**src/rtl/csa_resolve_if.sv**
```systemverilog
// csa_resolve_if: valid/ready carry-save input and binary result output bundle
interface csa_resolve_if #(parameter int N = 16);
   logic in_valid;
   logic in_ready;
   logic [N-1:0] sum;
   logic [N-1:0] carry;
   logic out_valid;
   logic out_ready;
   logic [N+1:0] result;
   modport master (output in_valid, sum, carry, out_ready, input in_ready, out_valid, result);
   modport slave (input in_valid, sum, carry, out_ready, output in_ready, out_valid, result);
endinterface

```
**src/rtl/csa_resolve.sv**
```systemverilog
// csa_resolve: resolves a carry-save pair into sum + 2*carry, rippling K bits per clock
module csa_resolve #(
   parameter int N = 16,
   parameter int K = 4
) (
   input logic clk,
   input logic rst_n,
   csa_resolve_if.slave bus
);
   localparam int S = N / K;
   localparam int JW = S > 1 ? $clog2(S) : 1;
   typedef enum logic [1:0] {IDLE, RUN, DONE} state_t;
   state_t state;
   logic [N-1:0] a;
   logic [N:0] b;
   logic cin;
   logic [JW-1:0] j;
   logic [K:0] slc;
   assign bus.in_ready = state == IDLE;
   assign slc = {1'b0, a[int'(j)*K +: K]} + {1'b0, b[int'(j)*K +: K]} + (K+1)'(cin);
   // b holds carry pre-shifted by one; b[N] only enters the top two result bits
   always_ff @(posedge clk or negedge rst_n) begin
      if (!rst_n) begin
         state <= IDLE;
         a <= '0;
         b <= '0;
         cin <= 1'b0;
         j <= '0;
         bus.result <= '0;
         bus.out_valid <= 1'b0;
      end else begin
         case (state)
            IDLE: if (bus.in_valid) begin
               a <= bus.sum;
               b <= {bus.carry, 1'b0};
               cin <= 1'b0;
               j <= '0;
               state <= RUN;
            end
            RUN: begin
               bus.result[int'(j)*K +: K] <= slc[K-1:0];
               cin <= slc[K];
               if (j == JW'(S - 1)) begin
                  bus.result[N+1:N] <= {1'b0, b[N]} + {1'b0, slc[K]};
                  bus.out_valid <= 1'b1;
                  state <= DONE;
               end else j <= j + 1'b1;
            end
            DONE: if (bus.out_ready) begin
               bus.out_valid <= 1'b0;
               state <= IDLE;
            end
            default: state <= IDLE;
         endcase
      end
   end
endmodule
```
**src/flat_wrapper.sv**
```systemverilog
// flat-port wrapper written by rule: the top's interface ports become plain ports
module csa_resolve_flat 
#(
   parameter int N = 16,
   parameter int K = 4
)
  (clk, rst_n, bus_in_valid, bus_sum, bus_carry, bus_out_ready, bus_in_ready, bus_out_valid, bus_result);
  csa_resolve_if #(.N(N)) bus_i ();
  input logic clk;
  input logic rst_n;
  input wire logic [$bits(bus_i.in_valid)-1:0] bus_in_valid;
  input wire logic [$bits(bus_i.sum)-1:0] bus_sum;
  input wire logic [$bits(bus_i.carry)-1:0] bus_carry;
  input wire logic [$bits(bus_i.out_ready)-1:0] bus_out_ready;
  output wire logic [$bits(bus_i.in_ready)-1:0] bus_in_ready;
  output wire logic [$bits(bus_i.out_valid)-1:0] bus_out_valid;
  output wire logic [$bits(bus_i.result)-1:0] bus_result;
  assign bus_i.in_valid = bus_in_valid;
  assign bus_i.sum = bus_sum;
  assign bus_i.carry = bus_carry;
  assign bus_i.out_ready = bus_out_ready;
  assign bus_in_ready = bus_i.in_ready;
  assign bus_out_valid = bus_i.out_valid;
  assign bus_result = bus_i.result;
  csa_resolve #(.N(N), .K(K)) u_core (.clk(clk), .rst_n(rst_n), .bus(bus_i));
endmodule
```
**config.mk**
```make
export PLATFORM = sky130hd
export DESIGN_NAME = csa_resolve_flat
export DESIGN_NICKNAME = d
export VERILOG_FILES = /design/src/rtl/csa_resolve_if.sv /design/src/rtl/csa_resolve.sv /design/src/flat_wrapper.sv
export SDC_FILE = /design/constraint.sdc
export NUM_CORES = 1
export LEC_CHECK = 0
export BUFFER_PORTS_ARGS = -buffer_cell sky130_fd_sc_hd__buf_4
export CAP_MARGIN = 10
export CELL_PAD_IN_SITES_DETAIL_PLACEMENT = 2
export CELL_PAD_IN_SITES_GLOBAL_PLACEMENT = 2
export CORE_ASPECT_RATIO = 1.75
export CORE_UTILIZATION = 30
export CTS_CLUSTER_SIZE = 14
export DETAILED_ROUTE_END_ITERATION = 6
export PLACE_DENSITY_LB_ADDON = 0.08
export SLEW_MARGIN = 5
export SYNTH_ARGS = -nofsm -noshare
export SYNTH_HDL_FRONTEND = slang
export SYNTH_SLANG_ARGS = --single-unit
```
**constraint.sdc**
```tcl
create_clock -name clk -period 2.9 [get_ports clk]
set_input_delay 0.87 -clock clk [delete_from_list [all_inputs] [get_ports clk]]
set_output_delay 0.87 -clock clk [all_outputs]
set_load 0.02 [all_outputs]
```
=== Word-level counts from Yosys, hierarchy flattened ===
Cells that the tools add are included.
W data, S select, Z words.

* Shifts and indexed selects: 4
* Add/sub/neg operators: 5
* Multiplexer cells: 14
* Equal/unequal tests: 7
* Reduce and logical (&&, ||, !) cells: 8

{| class="wikitable"
|+ Operator list
! operator !! count
|-
| $neg A4 Y33 || 1
|-
| $shift A4 B33 Y18 const A || 1
|-
| $shiftx A4 B33 Y18 || 1
|-
| $bwmux W18 || 1
|-
| $shiftx A17 B5 Y4 || 1
|-
| $shiftx A16 B5 Y4 || 1
|-
| $mux W2 || 6
|-
| $reduce_and A3 Y1 || 3
|-
| $ne A2 B2 Y1 const B || 3
|-
| $pmux W2 S3 || 1
|-
| $add A4 B4 Y5 || 1
|-
| $add A5 B1 Y5 || 1
|-
| $eq A2 B2 Y1 const B || 2
|-
| $pmux W1 S2 || 2
|-
| $pmux W2 S2 || 1
|-
| $reduce_and A2 Y1 || 2
|-
| $reduce_bool A2 Y1 || 2
|-
| $mux W1 || 3
|-
| $add A1 B1 Y2 || 1
|-
| $add A2 B1 Y2 const B || 1
|-
| $eq A2 B1 Y1 const B || 1
|-
| $logic_not A2 Y1 || 1
|-
| $ne A2 B1 Y1 const B || 1
|}

* Bits of input ports: 36
* Register bits: 56
* Logic and storage cells: 45

=== Logic depth before layout (Yosys ltp) ===
* Depth after elaboration: 6
* Gate-level depth with buffers: 10
* Gate-level depth less buffers: 10

=== Worst setup path after synthesis ===
OpenSTA, ideal clock, no wires.

* Path type: reg2reg
* From: register u_core.j[0]
* To: register u_core.bus.result[16]
* Buffers on the path: 1
* Stages on the path, launching flop included: 10
* Required time: 2.767 ns
* Arrival time: 2.868 ns
* Clock period less this slack: 3.001 ns
* Slack: -0.101 ns
* Path through: dfrtp_1 > buf_2 > mux4_2 > fa_1 > fa_1 > a21o_1 > a21o_1 > ha_1 > a32oi_1 > o21ai_0

* Cells in the longest elaborated chain, start to end: 6
* Elaborated cells on any way between the ends: 11
* Those cells by class: add/sub: 4; eq/ne: 1; shift: 4; mux: 2

{| class="wikitable"
|+ RTL lines
! what !! RTL line !! RTL
|-
| start: declaration || csa_resolve.sv:17 || <nowiki>logic [JW-1:0] j;</nowiki>
|-
| start signal: assignment || csa_resolve.sv:47 || <nowiki>end else j <= j + 1'b1;</nowiki>
|-
| $shiftx A16 B5 Y4 / $shiftx A17 B5 Y4 (equally long branches) || csa_resolve.sv:20 || <nowiki>assign slc = {1'b0, a[int'(j)*K +: K]} + {1'b0, b[int'(j)*K +: K]} + (K+1)'(cin);</nowiki>
|-
| $add A4 B4 Y5 || csa_resolve.sv:20 ||
|-
| $add A5 B1 Y5 || csa_resolve.sv:20 ||
|-
| $shiftx A4 B33 Y18 || csa_resolve.sv:41 || <nowiki>bus.result[int'(j)*K +: K] <= slc[K-1:0];</nowiki>
|-
| $bwmux W18 || csa_resolve.sv:41 ||
|-
| $mux W2 (*) || csa_resolve.sv:43 || <nowiki>if (j == JW'(S - 1)) begin</nowiki>
|-
| end signal: indexed assignment || csa_resolve.sv:41 ||
|-
| end signal: indexed assignment || csa_resolve.sv:44 || <nowiki>bus.result[N+1:N] <= {1'b0, b[N]} + {1'b0, slc[K]};</nowiki>
|-
| end: declaration || csa_resolve_if.sv:11 || <nowiki>modport slave (input in_valid, sum, carry, out_ready, output in_ready, out_valid, result);</nowiki>
|}

Every way passes the cells marked *; elsewhere a longest branch is shown, timed or not.
A chain may end at the register's enable or synchronous reset.

=== Worst setup path in the final report ===
Same ends and word-level chain as after synthesis.

==> flow_metrics.tcl <==
set metrics [dict create \
    worstReg2RegStart "u_core.j[0]" \
    firstDrtPassIters 4 \
    num_vias 1781 \
    clockBufferDepth 2 \
    cts_root_buffer "clkbuf_16" \
    synth_cell_types 36 \
    path_max_fanout 2 \
    totalWireLength_um 6448 \
    wl_per_cell_um 17.62 \
    maxCapViolations 0 \
    cts_hold_buf 0 \
    antenna_found_initial 0 \
    grt_start_max_net_pins 57 \
    syn-cell-area_mm2 0.002798 \
    cp-start-kind "flip-flop" \
    worstReg2RegEnd "u_core.bus.result[16]" \
    diodes 0 \
    ios 56 \
    cpMaxStageDelayCell "mux4_2" \
    grt_usage_pct 15.00 \
    io_buffers 55 \
    drt_iter0_drc 38 \
    place_congestion 0.7326 \
    period_share_pct 93.92 \
    synth.yosys.seq_area_share_pct 50.09 \
    min_path_cells 1 \
    cts_tree "yes" \
    p_leak_nw 1.627 \
    worstHoldPathType "reg2reg" \
    critPathCaptureType "flip-flop" \
    layout_common_cells "59 x buf_4, 55 x dfrtp_1, 30 x mux2_4, 15 x a22o_1, 11 x ha_1" \
    ff2ff_path_depth 8 \
    design_area_mm2 0.003465 \
    drc 0 \
    synth_nets 236 \
    period_needed_ns 2.724 \
    p_total_mw 4.466 \
    fp.coreArea_mm2 0.009036 \
    maxSlewHeadroom_pct 52.35 \
    ys_ff_latch 56 \
    setup-tns-final_ns 0 \
    mostFrequentLayoutCell "buf_4" \
    fmax_ghz 0.3671 \
    status "completed" \
    area_growth_pct 23.84 \
    syn_inst 187 \
    insertion_delay_ns 0.30 \
    r2r_slack_ns 0.18 \
    synth_area_leaders "dfrtp_1 50%, mux2_4 16%, mux4_2 5.6%" \
    cp_slowest_stage_delay_ns 0.52 \
    first_global_vias 2010 \
    cts.sinks 56 \
    die_y_um 129.8 \
    placed_cell_area_mm2 0.003312 \
    async_flop_share_pct 100.0 \
    min_to "u_core.a[2]" \
    seq_area_mm2 0.001403 \
    yosys_warnings 0 \
    crit_arrival_ns 2.88 \
    viasPerCell 4.866 \
    min_from "u_core.a[2]" \
    final_hold_viol_count 0 \
    crit_chain "mux4_2 -> fa_2 -> fa_1 -> a21o_1 -> a21o_1 -> ha_1 -> a32oi_1 -> o21ai_0" \
    initial_core_util_pct 30.96 \
    num_rows 46 \
    synth-edff-count 0 \
    rsz0062_at_grt "false" \
    synth.top_cell.area_share_pct 50.09 \
    layout-drive-gt1-share_pct 43.90 \
    critPathKind "reg2reg" \
    cp_common_cell "a21o_1" \
    ys_dominant_reg_cell "dfrtp_1" \
    required_ns 3.06 \
    synth_top_area_cell "dfrtp_1" \
    vdd_drop_max_mv 0.4126 \
    gr-total-overflow 0 \
    clkTransAtPathRegs_ns 0.07 \
    tightest_slew_ns 0.7148 \
    n_fill_cell 979 \
    htreeDepth 2 \
    finClkSkew_ns 0.01136 \
    die_area_mm2 0.009731 \
    power_density_mw_per_mm2 1289 \
    avgSynthCellArea_um2 14.96 \
    drtAntennaViolNets 0 \
    cts_buffers 5 \
    slew_viol_final 0 \
    multiInputGateArea_mm2 0.001287 \
    finalNetCount 294 \
    die_x_um 75 \
    hpwlAfterDp_um 4901 \
    grt_pass1_wl_um 10610 \
    final-setup-viol-count 0 \
]
==> sequential cells by signal, summed over array words and instances (netlist names) <==
signal                cells
u_core.a                 16
u_core.j                  2
u_core.bus.out_valid      1
u_core.bus.result        18
u_core.cin                1
u_core.b                 16
u_core.state              2
==> worst max-delay path: cells and delay by family, from the launching register on <==
| kind | cells | cell delay [ns] |
|---|---|---|
| adders and majority gates | 3 | 1.04 |
| muxes | 1 | 0.52 |
| AOI/OAI and AO/OA | 4 | 0.62 |
| DFF | 1 | 0.40 |
==> cell usage after synthesis, types with 3 or more instances <==
cell type  count
a32o_1         4
mux4_2         7
mux2_4        30
and4_1         3
dfrtp_1       56
nor2_1         8
ha_1          11
nand2_1        7
o21ai_0        4
inv_1          3
buf_12         3
a22o_1        15
mux2_1         3
==> layout make-up <==
| cell class | count | share of cell area (%) |
|---|---|---|
| clock buffers | 7 | 4.117 |
| repair buffers | 60 | 13.36 |
| clock inverters | 1 | 0.2167 |
| flip-flops and latches | 56 | 40.48 |
| well taps | 120 | 4.334 |
| inverters | 3 | 0.3250 |
| multi-input cells | 119 | 37.16 |
==> power by group <==
part	leakage (nW)	total [mW]	switching (mW)	internal, mW
registers	0.698	1.38	0.250	1.13
clock network	0.0701	0.624	0.279	0.345
logic	0.858	2.46	1.22	1.24
total	1.63	4.47	1.75	2.71
==> stage by stage <==
| step | hold WS [ns] | worst slack [ns] | utilization, % | instances |
|---|---|---|---|---|
| after floorplan | 0.4533 | 0.05030 | - | 187 |
| after global placement | 0.4653 | 0.2118 | 36.65 | 358 |
| after detailed placement | 0.4753 | 0.1350 | 36.65 | 358 |
| after CTS | 0.4927 | 0.09784 | 38.31 | 366 |
| after global routing | 0.5182 | 0.03458 | 38.34 | 366 |
| final | 0.4835 | 0.1762 | 38.34 | 366 |
==> metal layers <==
layer | part of all wire, % | wire length (um) | GRT usage [%]
met1 | 38 | 2434 | 17.08
met4 | 2.0 | 131 | 6.215
met5 | 0 | 0 | 0
met3 | 2.6 | 168 | 2.394
met2 | 58 | 3713 | 27.08
==> worst max-delay path by stage <==
stage,from,to,slack [ns],cells after the start
final,u_core.j[0],u_core.bus.result[16],0.18,8
after global routing,u_core.j[0],u_core.bus.result[16],0.03,8
after global placement,u_core.j[0],u_core.bus.result[16],0.21,8
after CTS,u_core.j[0],u_core.bus.result[16],0.1,8
after detailed placement,u_core.j[0],u_core.bus.result[16],0.14,8
after floorplan,u_core.j[0],u_core.bus.result[16],0.05,9
==> what timing repair did <==
action | CTS | global route
resized for setup | 0 | 2
endpoints found under the setup margin | 0 | 1
buffers inserted | 0 | 0
==> logic make-up (layout without fill, tap and decap cells) <==
group	count (synthesis)	after routing	synth area share (%)
AOI/OAI and AO/OA	32	32	9.258
xor gates and xnor gates	2	2	0.6262
adders and majority gates	13	13	6.351
buffers and inverters	12	71	3.980
DFF	56	56	50.09
muxes	42	42	23.66
and+or+nand+nor	30	30	6.038
Power figures use the tool's default switching activity.
